`config.mk`:
```
export PLATFORM = sky130hd
export DESIGN_NAME = cnt_rr_sched
export DESIGN_NICKNAME = d
export VERILOG_FILES = /design/src/rtl/cnt_rr_sched.sv
export SDC_FILE = /design/constraint.sdc
export NUM_CORES = 1
export LEC_CHECK = 0
export BUFFER_PORTS_ARGS = -buffer_cell sky130_fd_sc_hd__buf_2
export CORE_MARGIN = 1
export CORE_UTILIZATION = 46
export CTS_BUF_LIST = sky130_fd_sc_hd__clkbuf_8
export CTS_CLUSTER_SIZE = 8
export DETAILED_ROUTE_END_ITERATION = 10
export PLACE_DENSITY = 0.78
export SYNTH_ARGS = -nofsm -noshare
export SYNTH_HDL_FRONTEND = slang
export SYNTH_SLANG_ARGS = --single-unit
```
`constraint.sdc`:
```
create_clock -name clk -period 1.7 [get_ports clk]
set_input_delay 0 -clock clk [delete_from_list [all_inputs] [get_ports clk]]
set_output_delay 0 -clock clk [all_outputs]
set_load 0.01 [all_outputs]
```
`src/rtl/cnt_rr_sched.sv`:
```
// Round-robin scheduler that lends one shared up-counter to N_REQ requesters.
// Each granted requester gets a cleared counter, count enable up to its own
// terminal value, and a one-cycle done pulse; a withdrawn request aborts the run.
module cnt_rr_sched #(
    parameter int unsigned N_REQ = 4,
    parameter int unsigned CNT_W = 4
) (
    input  logic                     clk,
    input  logic                     rst,
    input  logic [N_REQ-1:0]         req,
    input  logic [N_REQ*CNT_W-1:0]   len,
    input  logic [CNT_W-1:0]         cnt_val,
    output logic                     cnt_clr,
    output logic                     cnt_en,
    output logic [N_REQ-1:0]         gnt,
    output logic [N_REQ-1:0]         done,
    output logic                     busy
);

    localparam int unsigned IDX_W = (N_REQ > 1) ? $clog2(N_REQ) : 1;

    typedef enum logic [1:0] {
        S_IDLE = 2'd0,
        S_CLR  = 2'd1,
        S_RUN  = 2'd2,
        S_DONE = 2'd3
    } state_t;

    state_t             state;
    logic [IDX_W-1:0]   ptr;
    logic [IDX_W-1:0]   win;
    logic [CNT_W-1:0]   len_q;

    logic [CNT_W-1:0]   len_arr [N_REQ];
    logic               pick_vld;
    logic [IDX_W-1:0]   pick_idx;
    logic               owner_req;
    logic               run_hit;
    logic [IDX_W-1:0]   next_ptr;

    // (base + off) mod N_REQ; both operands are below N_REQ so one subtract suffices
    function automatic logic [IDX_W-1:0] inc_wrap(input logic [IDX_W-1:0] base,
                                                   input int unsigned off);
        int unsigned s;
        s = 32'(base) + off;
        if (s >= N_REQ) begin
            s = s - N_REQ;
        end
        return IDX_W'(s);
    endfunction

    // one-hot vector with bit idx set
    function automatic logic [N_REQ-1:0] onehot(input logic [IDX_W-1:0] idx);
        logic [N_REQ-1:0] v;
        v      = '0;
        v[idx] = 1'b1;
        return v;
    endfunction

    // unpack the flat len bus into per-requester terminal values
    for (genvar i = 0; i < int'(N_REQ); i++) begin : g_len
        assign len_arr[i] = len[i*CNT_W +: CNT_W];
    end

    // first asserted request searching upward from ptr, wrapping at N_REQ-1
    always_comb begin
        pick_vld = 1'b0;
        pick_idx = '0;
        for (int unsigned k = 0; k < N_REQ; k++) begin
            if (!pick_vld && req[inc_wrap(ptr, k)]) begin
                pick_vld = 1'b1;
                pick_idx = inc_wrap(ptr, k);
            end
        end
    end

    assign owner_req = req[win];
    assign run_hit   = (cnt_val == len_q);
    assign next_ptr  = inc_wrap(win, 1);

    // enable drops in the same cycle the terminal value is seen or the owner withdraws
    assign cnt_en = (state == S_RUN) && owner_req && !run_hit;
    assign busy   = (state != S_IDLE);

    // scheduler FSM with registered grant, clear and done
    always_ff @(posedge clk) begin
        if (rst) begin
            state   <= S_IDLE;
            ptr     <= '0;
            win     <= '0;
            len_q   <= '0;
            gnt     <= '0;
            done    <= '0;
            cnt_clr <= 1'b0;
        end else begin
            done    <= '0;
            cnt_clr <= 1'b0;
            case (state)
                S_IDLE: begin
                    if (pick_vld) begin
                        win     <= pick_idx;
                        len_q   <= len_arr[pick_idx];
                        gnt     <= onehot(pick_idx);
                        cnt_clr <= 1'b1;
                        state   <= S_CLR;
                    end
                end
                S_CLR: begin
                    if (!owner_req) begin
                        gnt   <= '0;
                        ptr   <= next_ptr;
                        state <= S_IDLE;
                    end else begin
                        state <= S_RUN;
                    end
                end
                S_RUN: begin
                    if (!owner_req) begin
                        gnt   <= '0;
                        ptr   <= next_ptr;
                        state <= S_IDLE;
                    end else if (run_hit) begin
                        done  <= onehot(win);
                        state <= S_DONE;
                    end
                end
                S_DONE: begin
                    gnt   <= '0;
                    ptr   <= next_ptr;
                    state <= S_IDLE;
                end
                default: begin
                    gnt   <= '0;
                    state <= S_IDLE;
                end
            endcase
        end
    end

endmodule

```
## After elaboration in Yosys (flattened, before gate mapping)

Cells that the tools add are included.

| word-level totals | value |
|---|---|
| bits in writable memories | 0 |
| input bits | 26 |
| register bits | 19 |
| bits in latches | 0 |
| bits in read-only memories | 0 |
| memories kept | 0 |

| operators by class | value |
|---|---|
| equality and inequality tests | 7 |
| shifts and indexed selects | 0 |
| reduce and logical (&&, ||, !) cells | 21 |
| div/mod/pow operators | 0 |
| $mul | 0 |
| bitwise logic cells | 5 |
| add/sub/neg operators | 9 |
| multiplexer cells | 41 |
| magnitude comparators | 14 |

Operator list:

| cell | number |
|---|---|
| 2-bit 2-to-1 mux | 14 |
| 2-bit by 3-bit less-than comparator with 1-bit output, second input constant | 6 |
| 4-bit 2-to-1 mux | 4 |
| 3-bit >= comparator, second input constant | 5 |
| 1-bit 2-to-1 mux | 12 |
| 4-bit one-hot mux with 3 select lines | 1 |
| 1-bit binary-select mux with 2-bit select | 5 |
| 2-bit by 1-bit subtractor with 2-bit output, second input constant | 5 |
| 4-bit binary-select mux with 2-bit select | 1 |
| 2-bit one-hot mux with 4 select lines | 1 |
| 2-bit AND reduction | 4 |
| 1-bit logical AND | 7 |
| 2-bit by 1-bit adder with 3-bit output, second input constant | 2 |
| 2-bit by 2-bit adder with 3-bit output, second input constant | 2 |
| 1-bit demux with 2-bit select | 2 |
| 2-bit == test, second input constant | 2 |
| 4-bit == test | 1 |
| 2-bit by 1-bit >= comparator with 1-bit output, second input constant | 2 |
| 1-bit zero test | 4 |
| 2-bit inequality test, second input constant | 2 |
| 1-bit inverter | 4 |
| 2-bit one-hot mux with 2 select lines | 1 |
| 2-bit nonzero test | 2 |
| 2-bit OR reduction | 2 |
| other kinds (6) | 6 |

## Longest topological paths before layout

Gate-level depths: netlist of run 1.

| depth | value |
|---|---|
| depth after elaboration | 20 |
| mapped depth | 7 |
| mapped depth without buffers | 6 |

## Worst setup path before layout of run 1

Ideal clock, no wire load.

| timing | value |
|---|---|
| kind | register to register |
| from | register win[0] |
| to | register gnt[1] |
| data arrival time | 1.731 ns |
| path buffers | 0 |
| library setup time | 0.070 ns |
| stages on the path, launching flop included | 6 |
| path slack | -0.101 ns |
| data required time | 1.630 ns |
| period minus slack after synthesis | 1.801 ns |
| cells stage by stage | dfxtp_1 -> mux4_2 -> nand2_2 -> nand2_4 -> or4_1 -> a21oi_1 |

| between the ends | value |
|---|---|
| cells in the longest elaborated chain, start to end | 4 |

RTL lines:

| what | line | text |
|---|---|---|
| start, declared | 31 | `logic [IDX_W-1:0] win;` |
| start signal, assigned | 101 | `win <= pick_idx;` |
| 1-bit binary-select mux with 2-bit select | 77 | `assign owner_req = req[win];` |
| 1-bit 2-to-1 mux (not written as such) | 77 |  |
| 2-bit inequality test (no line) | n/a |  |
| 2-bit AND reduction (no line) | n/a |  |
| end signal, assigned | 103 | `gnt <= onehot(pick_idx);` |
| end, declared | 15 | `output logic [N_REQ-1:0] gnt,` |

Every way passes these cells. The select of a mux whose other input is x is not followed.
A chain may end at the register's enable or synchronous reset.

## Worst setup path after layout of run 1

| timing | value |
|---|---|
| from | register win[0] |
| to | register gnt[3] |

Same word-level chain as after synthesis.

==> results of run 1 <==
final cells by class:
class	instances	area, um^2	share of cell area (%)
clock buffers	3	41.3	2.89
repair buffers	45	251	17.6
multi-input cells	88	694	48.6
well taps	28	35.0	2.45
flip-flops and latches	19	382	26.7
clock inverters	1	3.75	0.262
inverters	6	22.5	1.57
path summary, 6_finish.rpt:
| check | startpoint | endpoint | slack [ns] | depth (start not counted) |
|---|---|---|---|---|
| min | len[6] | len_q[2] | 0.04 | 3 |
| max | win[0] | gnt[3] | -0.02 | 5 |
| max reg2reg | win[0] | gnt[3] | -0.02 | 5 |
| min reg2reg | gnt[2] | gnt[2] | 0.46 | 2 |
state kept, by name, summed over array words and instances, names as in the netlist:
signal / count
done: 4
state: 2
cnt_clr: 1
win: 2
gnt: 4
len_q: 4
ptr: 2
cells in the final DEF (no fill, tap or decap), drive strengths merged, types with 5 or more instances in the layout:
cell,count
a21oi,6
dfxtp,19
inv,7
ha,8
o221ai,5
nor2,10
nand3b,5
mux2i,12
nand2,12
buf,44
worst reg2reg max path, cell delays in order (launching register included):
cell	delay (ns)
dfxtp_2	0.34
mux4_2	0.52
nand2_2	0.11
nand2_4	0.06
or4b_4	0.51
a21oi_2	0.13
per-layer routing:
layer	global-route usage (%)	wire, um	vias up
met5	0	0	-
met4	7.41	29	0
met3	2.68	85	5
met2	35.1	1340	23
met1	24.9	1090	487
li1	-	-	503
repair_timing:
action,CTS,global route
setup buffers,0,1
endpoints found under the setup margin,1,10
resized for setup,2,8
gates cloned,0,1
pin swaps,0,3
report_power, final:
part / total, uW / internal (uW) / leakage (uW) / switching (uW)
logic: 355 / 176 / 0.000482 / 179
registers: 517 / 487 / 0.000156 / 30.7
clock network: 298 / 160 / 0.0000269 / 138
cells by family (layout without fill, tap and decap cells):
kind of cell | after synthesis | count (layout) | share of synthesized area, %
buffers and inverters | 10 | 55 | 5.90
XOR/XNOR | 4 | 4 | 3.18
adder cells (fa/ha/maj) | 8 | 8 | 9.08
AO/OA/AOI/OAI | 19 | 19 | 11.9
multiplexers | 13 | 13 | 12.9
AND/OR/NAND/NOR | 44 | 44 | 22.5
flip-flops | 19 | 19 | 34.5
through the flow:
step | worst slack, ns | hold slack, ns | total power, uW
5_1_grt | -0.0780 | 0.0758 | 1230
3_5_place_dp | -0.0177 | 0.305 | 845
3_3_place_gp | 0.0456 | 0.287 | 831
4_1_cts | -0.0173 | 0.0384 | 1140
6_report | -0.0225 | 0.0443 | 1170
2_1_floorplan | -0.0140 | 0.192 | 730
==> flow_metrics.tcl, run 1 <==
set metrics [dict create \
    status "finished with violations" \
    violations "setup timing" \
    syn-cell-area_mm2 0.00110 \
    async_flop_share_pct 0 \
    path_class "flop to flop" \
    synth-edff-count 0 \
    crit_buf_inv 0 \
    dp.cells 184 \
    dieWidth_um 51.0 \
    grt_overflow_total 0 \
    drv_cap 0 \
    postPlaceCellArea_mm2 0.00133 \
    dr.pass1.iters 4 \
    cts_inserted_buffers 3 \
    via_count 1018 \
    syn_to_final_growth_pct 29.7 \
    worstMarginPinSlew_ns 0.654 \
    seq_area_frac_synth_pct 34.5 \
    synth_most_common_cell "dfxtp_1" \
    drt_iter0_markers 12 \
    synth_commonest_cells "dfxtp_1 (19), mux2i_1 (12), nand2_1 (10), nor2_1 (10), ha_1 (8)" \
    drive_gt1_share_pct 37.7 \
    wirelength_mm 2.55 \
    final_util_pct 64.0 \
    final_nets 197 \
    synth_area_leaders "dfxtp_1 (35%), mux2i_1 (11%), ha_1 (9.1%)" \
    n_antenna_cell 0 \
    rsz0062_at_grt "true" \
    tritoncts "yes" \
    skew_ns 0.00423 \
    grt_pass1_wl_mm 3.93 \
    design.core.area_mm2 0.00223 \
    antenna_found_initial 0 \
    synth_flop_cell "dfxtp_1" \
    synthCells 117 \
    p_per_area_mw_per_mm2 818 \
    fin_ws_ns -0.0225 \
    period_share_pct 101 \
    synth_seq_cells 19 \
    startpoint_type "flop" \
    h-tree-depth 1 \
    postRouteAntennaNets 0 \
    initial_core_util_pct 49.4 \
    worst_path_max_delay_cell "mux4_2" \
    clk_latency_ns 0.25 \
    max_freq_ghz 0.581 \
    instances_no_fill 190 \
    cp.required_ns 1.89 \
    hpwl_mm 1.88 \
    leakagePower_uw 0.000665 \
    wl_per_cell_um 13.4 \
    postCtsHoldBufs 0 \
    cts.sinks 19 \
    die_area_mm2 0.00260 \
    ys_types 32 \
    syn_nets 151 \
    setup_tns_ns -0.0225 \
    nFillCells 209 \
    yosys.area.top_type "dfxtp_1" \
    postLayoutCellArea_mm2 0.00143 \
    rows 17 \
    max-slew-margin-rel_pct 56.0 \
    cp_max_fo 5 \
    grt_pass1_vias 899 \
    post-route-min-period_ns 1.72 \
    cpLargestDelayFamily "simple AND/OR/NAND/NOR gates" \
    synth_top_cell_area_share_pct 34.5 \
    cpPeakStageDelay_ns 0.52 \
    synth_warnings 0 \
    setup-violations-final 1 \
    arrival_ns 1.91 \
    viasPerCell 5.36 \
    cts.clk_slew.worst_paths_ns 0.07 \
    gp_congestion 0.773 \
    drv_slew 0 \
    avgSynthCellArea_um2 9.42 \
    ir_worst_vdd_mv 0.669 \
    grt_max_degree 19 \
    track_usage_pct 20.1 \
    port_buffers 36 \
    hp-class "primary input to flop" \
    clockRootBuffer "clkbuf_8" \
    drc 0 \
    hold_viol_final 0 \
    num_io_pins 37 \
    crit_chain "mux4_2, nand2_2, nand2_4, or4b_4, a21oi_2" \
    cts.path.max_buffers 2 \
    chipHeight_um 51.0 \
    worstSetupEndpointType "flop" \
]
Power figures use the tool's default switching activity.
==> inputs of run 2 (changes only) <==
--- a/config.mk
+++ b/config.mk
@@ -11,7 +11,7 @@
 export CTS_BUF_LIST = sky130_fd_sc_hd__clkbuf_8
 export CTS_CLUSTER_SIZE = 8
 export DETAILED_ROUTE_END_ITERATION = 10
-export PLACE_DENSITY = 0.78
+export PLACE_DENSITY = 0.74
 export SYNTH_ARGS = -nofsm -noshare
 export SYNTH_HDL_FRONTEND = slang
 export SYNTH_SLANG_ARGS = --single-unit
==> run 2 against run 1 <==
  * The flow now finishes without violations
  * Register-to-register slack better by 0.03 ns
  * Sequential share of layout area grew 0.52 points
  * Clock-buffer cell count stayed put
  * First-iteration DRC count decreased by 8.3%
  * Global-route usage down 0.11 points
  * Total power shrank 0.53%
  * Die area unchanged
  * Combinational power fell by 5.9%
  * Via count shrank 1.9%
  * Critical path type unchanged
  * Critical endpoint unchanged
==> flow_metrics.tcl, run 2 (same netlist as run 1, synthesis figures left out) <==
set metrics [dict create \
    status "completed" \
    max_freq_ghz 0.590 \
    cts.clk_slew.worst_paths_ns 0.07 \
    antenna_found_initial 0 \
    wirelength_mm 2.41 \
    design.core.area_mm2 0.00223 \
    worstMarginPinSlew_ns 0.494 \
    hpwl_mm 1.85 \
    clockRootBuffer "clkbuf_8" \
    reg2regPathDepth 5 \
    worstSetupEndpointType "flop" \
    chipHeight_um 51.0 \
    grt_pass1_wl_mm 3.88 \
    cts.path.max_buffers 2 \
    grt_pass1_vias 935 \
    gp_congestion 0.740 \
    final_cell_mix "buf_2 (36), dfxtp_1 (18), mux2i_1 (12)" \
    worst_path_max_delay_cell "mux4_2" \
    drv_cap 0 \
    startpoint_type "flop" \
    port_buffers 36 \
    via_count 999 \
    dieWidth_um 51.0 \
    initial_core_util_pct 49.4 \
    cp_max_fo 4 \
    fin_ws_ns 0.00424 \
    cts_inserted_buffers 3 \
    path_class "flop to flop" \
    track_usage_pct 20.0 \
    regArea_um2 382 \
    viasPerCell 5.31 \
    drc 0 \
    ir_worst_vdd_mv 0.459 \
    leakagePower_uw 0.000657 \
    rows 17 \
    top_regs "done (4), gnt (4), len_q (4)" \
    h-tree-depth 1 \
    power.total_uw 1160 \
    clk_latency_ns 0.26 \
    place_ws_ns -0.0446 \
    num_io_pins 37 \
    dr.pass1.iters 4 \
    whs_path_depth 3 \
    drt_iter0_markers 11 \
    drive_gt1_share_pct 35.6 \
    setup-violations-final 0 \
    final_nets 195 \
    drv_slew 0 \
    cpPeakStageDelay_ns 0.52 \
    hp-class "primary input to flop" \
    grt_overflow_total 0 \
    nFillCells 193 \
    tritoncts "yes" \
    cp.required_ns 1.90 \
    max-slew-margin-rel_pct 66.7 \
    die_area_mm2 0.00260 \
    postRouteAntennaNets 0 \
    hold_viol_final 0 \
    arrival_ns 1.90 \
    wl_per_cell_um 12.8 \
    syn_to_final_growth_pct 27.2 \
    grt_max_degree 19 \
    rsz0062_at_grt "true" \
    p_per_area_mw_per_mm2 830 \
    cts.sinks 19 \
    crit_chain "mux4_2, nand2_2, nand2_4, or4b_4, a21oi_2" \
    final_common_cell "buf_2" \
    n_antenna_cell 0 \
    skew_ns 0.00129 \
    multiInputGateArea_um2 686 \
    period_share_pct 99.8 \
    post-route-min-period_ns 1.70 \
]
run 2: critical path: cells and delay by family, from the launching register on:
family / cells / cell delay [ns]
and+or+nand+nor: 3 / 0.65
muxes: 1 / 0.52
DFF: 1 / 0.34
AOI/OAI and AO/OA: 1 / 0.12
run 2: final timing paths:
check,slack (ns),endpoint,from
hold reg to reg,0.45,gnt[2],gnt[2]
setup reg to reg,0.004,gnt[3],win[0]
setup / recovery,0.004,gnt[3],win[0]
hold / removal,0.04,len_q[2],len[6]
run 2: per-stage QoR:
stage	std cells	setup TNS [ns]	hold slack, ns	util [%]	cell area [um^2]
after floorplan	117	-0.0274	0.192	-	1100
after global placement	183	0	0.286	59.2	1320
after detailed placement	183	-0.0676	0.316	59.2	1320
after CTS	188	0	0.0381	62.1	1390
after global routing	188	-0.0923	0.0676	62.8	1400
final	188	0	0.0373	62.8	1400
run 2: layout make-up:
cell class	instances	share of cell area [%]
multi-input cells	88	48.9
flip-flops and latches	19	27.2
repair buffers	43	16.6
clock buffers	3	2.94
well taps	28	2.50
inverters	6	1.61
clock inverters	1	0.268
run 2: layer usage:
metal	track usage, %	up-vias	share of wire (%)
met3	2.68	5	3.6
met2	34.9	27	52
met5	0	-	0
met1	23.9	469	43
met4	9.72	0	1.9
li1	-	498	-
run 2: where the power goes:
part	switching, uW	internal [uW]
clock	153	161
sequential	29.7	486
combinational	170	164
total	353	811
run 2: timing repair:
item / in CTS / in global routing
setup endpoints to repair: 3 / 4
pin swaps: 3 / 1
gates cloned: 0 / 0
buffers inserted: 1 / 0
hold buffers: 0 / 0
gates resized for setup: 2 / 6
==> inputs of run 3 (changes only) <==
--- a/config.mk
+++ b/config.mk
@@ -5,13 +5,14 @@
 export SDC_FILE = /design/constraint.sdc
 export NUM_CORES = 1
 export LEC_CHECK = 0
+export ABC_AREA = 1
 export BUFFER_PORTS_ARGS = -buffer_cell sky130_fd_sc_hd__buf_2
 export CORE_MARGIN = 1
-export CORE_UTILIZATION = 46
+export CORE_UTILIZATION = 49
 export CTS_BUF_LIST = sky130_fd_sc_hd__clkbuf_8
 export CTS_CLUSTER_SIZE = 8
 export DETAILED_ROUTE_END_ITERATION = 10
-export PLACE_DENSITY = 0.74
+export PLACE_DENSITY = 0.75
 export SYNTH_ARGS = -nofsm -noshare
 export SYNTH_HDL_FRONTEND = slang
 export SYNTH_SLANG_ARGS = --single-unit
==> run 3 against run 2 <==
  * Global-route usage is 2.1 points higher
  * Critical path depth is 10 higher
  * Critical path type unchanged
  * Clock power hardly changed
  * Synthesized cell count is 83% higher
  * Largest power group is now combinational cells
  * Wire length is 32% higher
  * Critical endpoint is now len_q[3]
  * Largest cell class unchanged
  * The run now ends with setup timing left
  * Combinational power grew to 8.4 times the previous value
  * Highest routed layer unchanged
  * Cell area is 28% higher
==> flow_metrics.tcl, run 3 <==
set metrics [dict create \
    drc 0 \
    h-tree-depth 1 \
    ys_types 26 \
    avgSynthCellArea_um2 6.30 \
    cts.clk_slew.worst_paths_ns 0.08 \
    reg2regPathDepth 15 \
    final_common_cell "nand2_1" \
    fin_ws_ns -0.0279 \
    crit_buf_inv 2 \
    wl_per_cell_um 11.0 \
    max-slew-margin-rel_pct 81.1 \
    min_to "gnt[1]" \
    postRouteAntennaNets 0 \
    synth_commonest_cells "nand2_1 (66), inv_1 (28), nor2_1 (23), dfxtp_1 (19), nand3_1 (18)" \
    rows 18 \
    crit_path_frequent_cell "nand2_2" \
    violations "setup timing" \
    design.core.area_mm2 0.00254 \
    drt_iter0_markers 26 \
    startpoint_type "flop" \
    tritoncts "yes" \
    rsz0062_at_grt "true" \
    reg2reg_to "len_q[3]" \
    comb_power_share_pct 72.9 \
    syn_to_final_growth_pct 33.2 \
    cp_max_fo 7 \
    hold_viol_final 0 \
    synth_area_leaders "dfxtp_1 (28%), nand2_1 (18%), inv_1 (7.8%)" \
    top_regs "done (4), gnt (4), len_q (4)" \
    period_share_pct 102 \
    hold_start "rst" \
    track_usage_pct 22.1 \
    port_buffers 36 \
    final_nets 294 \
    power_frac_clock_pct 8.2 \
    gp_congestion 0.887 \
    drv_cap 0 \
    status "finished with violations" \
    max_freq_ghz 0.579 \
    path_class "flop to flop" \
    initial_core_util_pct 53.0 \
    grt_max_degree 14 \
    cpLargestDelayFamily "simple AND/OR/NAND/NOR gates" \
    viasPerCell 4.89 \
    p_int_uw 1840 \
    r2r-start "ptr[0]" \
    clk_latency_ns 0.26 \
    worst_path_max_delay_cell "dfxtp_4" \
    synth_warnings 0 \
    synth_flop_cell "dfxtp_1" \
    grt_pass1_vias 1176 \
    setup-violations-final 4 \
    synth_seq_cells 19 \
    cts_inserted_buffers 3 \
    seqPwrFrac_pct 18.9 \
    synth_most_common_cell "nand2_1" \
    worstMarginPinSlew_ns 0.283 \
    switching_share_pct 52.0 \
    syn_nets 248 \
    setup_tns_ns -0.0619 \
    nFillCells 223 \
    worstSetupEndpointType "flop" \
    arrival_ns 1.89 \
    antenna_found_initial 0 \
    cpPeakStageDelay_ns 0.37 \
    dr.pass1.iters 6 \
    yosys.area.top_type "dfxtp_1" \
    syn-cell-area_mm2 0.00135 \
    p_per_area_mw_per_mm2 2130 \
    via_count 1412 \
    cts.sinks 19 \
    wirelength_mm 3.18 \
    multiInputGateArea_um2 953 \
    n_antenna_cell 0 \
    drv_slew 0 \
    regArea_um2 389 \
    hpwl_mm 2.17 \
    skew_ns 0.00802 \
    crit_chain "buf_6, nand2_2, nand2_2, nand2_2, nand2_2, nor2_4, nand3_2, nand2_4, nand2_8, nand2_2, nand2_1, nand2_1, nand3_1, nand2_1, inv_1" \
    post-route-min-period_ns 1.73 \
    synth-edff-count 0 \
    seq_area_frac_synth_pct 28.2 \
    synth_top_cell_area_share_pct 28.2 \
    place_ws_ns -0.0403 \
    synthCells 214 \
    leakagePower_uw 0.000994 \
    cp.required_ns 1.86 \
    postCtsHoldBufs 0 \
    clockRootBuffer "clkbuf_8" \
    async_flop_share_pct 0 \
    num_io_pins 37 \
    grt_pass1_wl_mm 4.84 \
    ir_worst_vdd_mv 1.58 \
    timing.reg2reg.setup_slack_ns -0.03 \
    cts.path.max_buffers 2 \
    dieWidth_um 54.5 \
    final_cell_mix "nand2_1 (44), buf_2 (36), inv_1 (26)" \
    die_area_mm2 0.00297 \
    drive_gt1_share_pct 38.2 \
    whs_path_depth 2 \
    chipHeight_um 54.5 \
    power.switching_uw 1990 \
    hp-class "primary input to flop" \
    grt_overflow_total 0 \
]
## run 3: kinds of logic after synthesis
logic type,after synthesis,share of synthesized area (%)
XOR/XNOR,4,2.60
AO/OA/AOI/OAI,25,10.6
AND/OR/NAND/NOR,123,40.5
flip-flops,19,28.2
buffers and inverters,35,10.7
adder cells (fa/ha/maj),8,7.42
## run 3: metrics by stage
stage	std cells	total power, uW	utilization [%]	hold slack [ns]	cell area, um^2
after detailed placement	278	2790	61.1	0.311	1550
after global placement	278	2790	61.1	0.305	1550
final	289	3830	70.6	0.0341	1800
after CTS	282	3140	63.1	0.0309	1610
after floorplan	214	2440	-	0.208	1350
after global routing	289	4230	70.6	0.0339	1800
## run 3: what timing repair did
item / CTS / global route
gates resized for setup: 3 / 45
setup endpoints to repair: 8 / 14
setup buffers: 0 / 6
cloned: 0 / 1
pin swaps: 0 / 21
## run 3: layer usage
metal | up-vias | GRT usage, % | routed length (um)
li1 | 755 | - | -
met1 | 621 | 29.0 | 1540
met2 | 32 | 36.2 | 1550
met3 | 4 | 3.61 | 65
met4 | 0 | 7.26 | 31
met5 | - | 0 | 0
## run 3: power groups by stage
stage	logic, uW	registers, uW	clock network, uW
2_1_floorplan	1740	706	0
3_3_place_gp	2080	703	0
3_5_place_dp	2090	707	0
4_1_cts	2120	701	322
5_1_grt	3130	750	350
6_report	2790	725	314
## run 3: how the worst max path moves through the flow
stage	from	endpoint	slack, ns	depth (start not counted)
final	ptr[0]	len_q[3]	-0.03	15
after global routing	ptr[0]	gnt[2]	-0.17	13
after CTS	ptr[0]	len_q[2]	0.01	15
after detailed placement	ptr[0]	len_q[0]	-0.04	14
after global placement	ptr[1]	len_q[0]	-0.01	13
after floorplan	ptr[0]	gnt[2]	0.09	13
## run 3: area by class of cell
class | count | area share, %
Clock buffer | 3 | 2.30
Timing Repair Buffer | 44 | 14.0
Inverter | 31 | 6.62
Multi-Input combinational cell | 161 | 53.1
Tap cell | 30 | 2.09
Clock inverter | 1 | 0.279
Sequential cell | 19 | 21.7
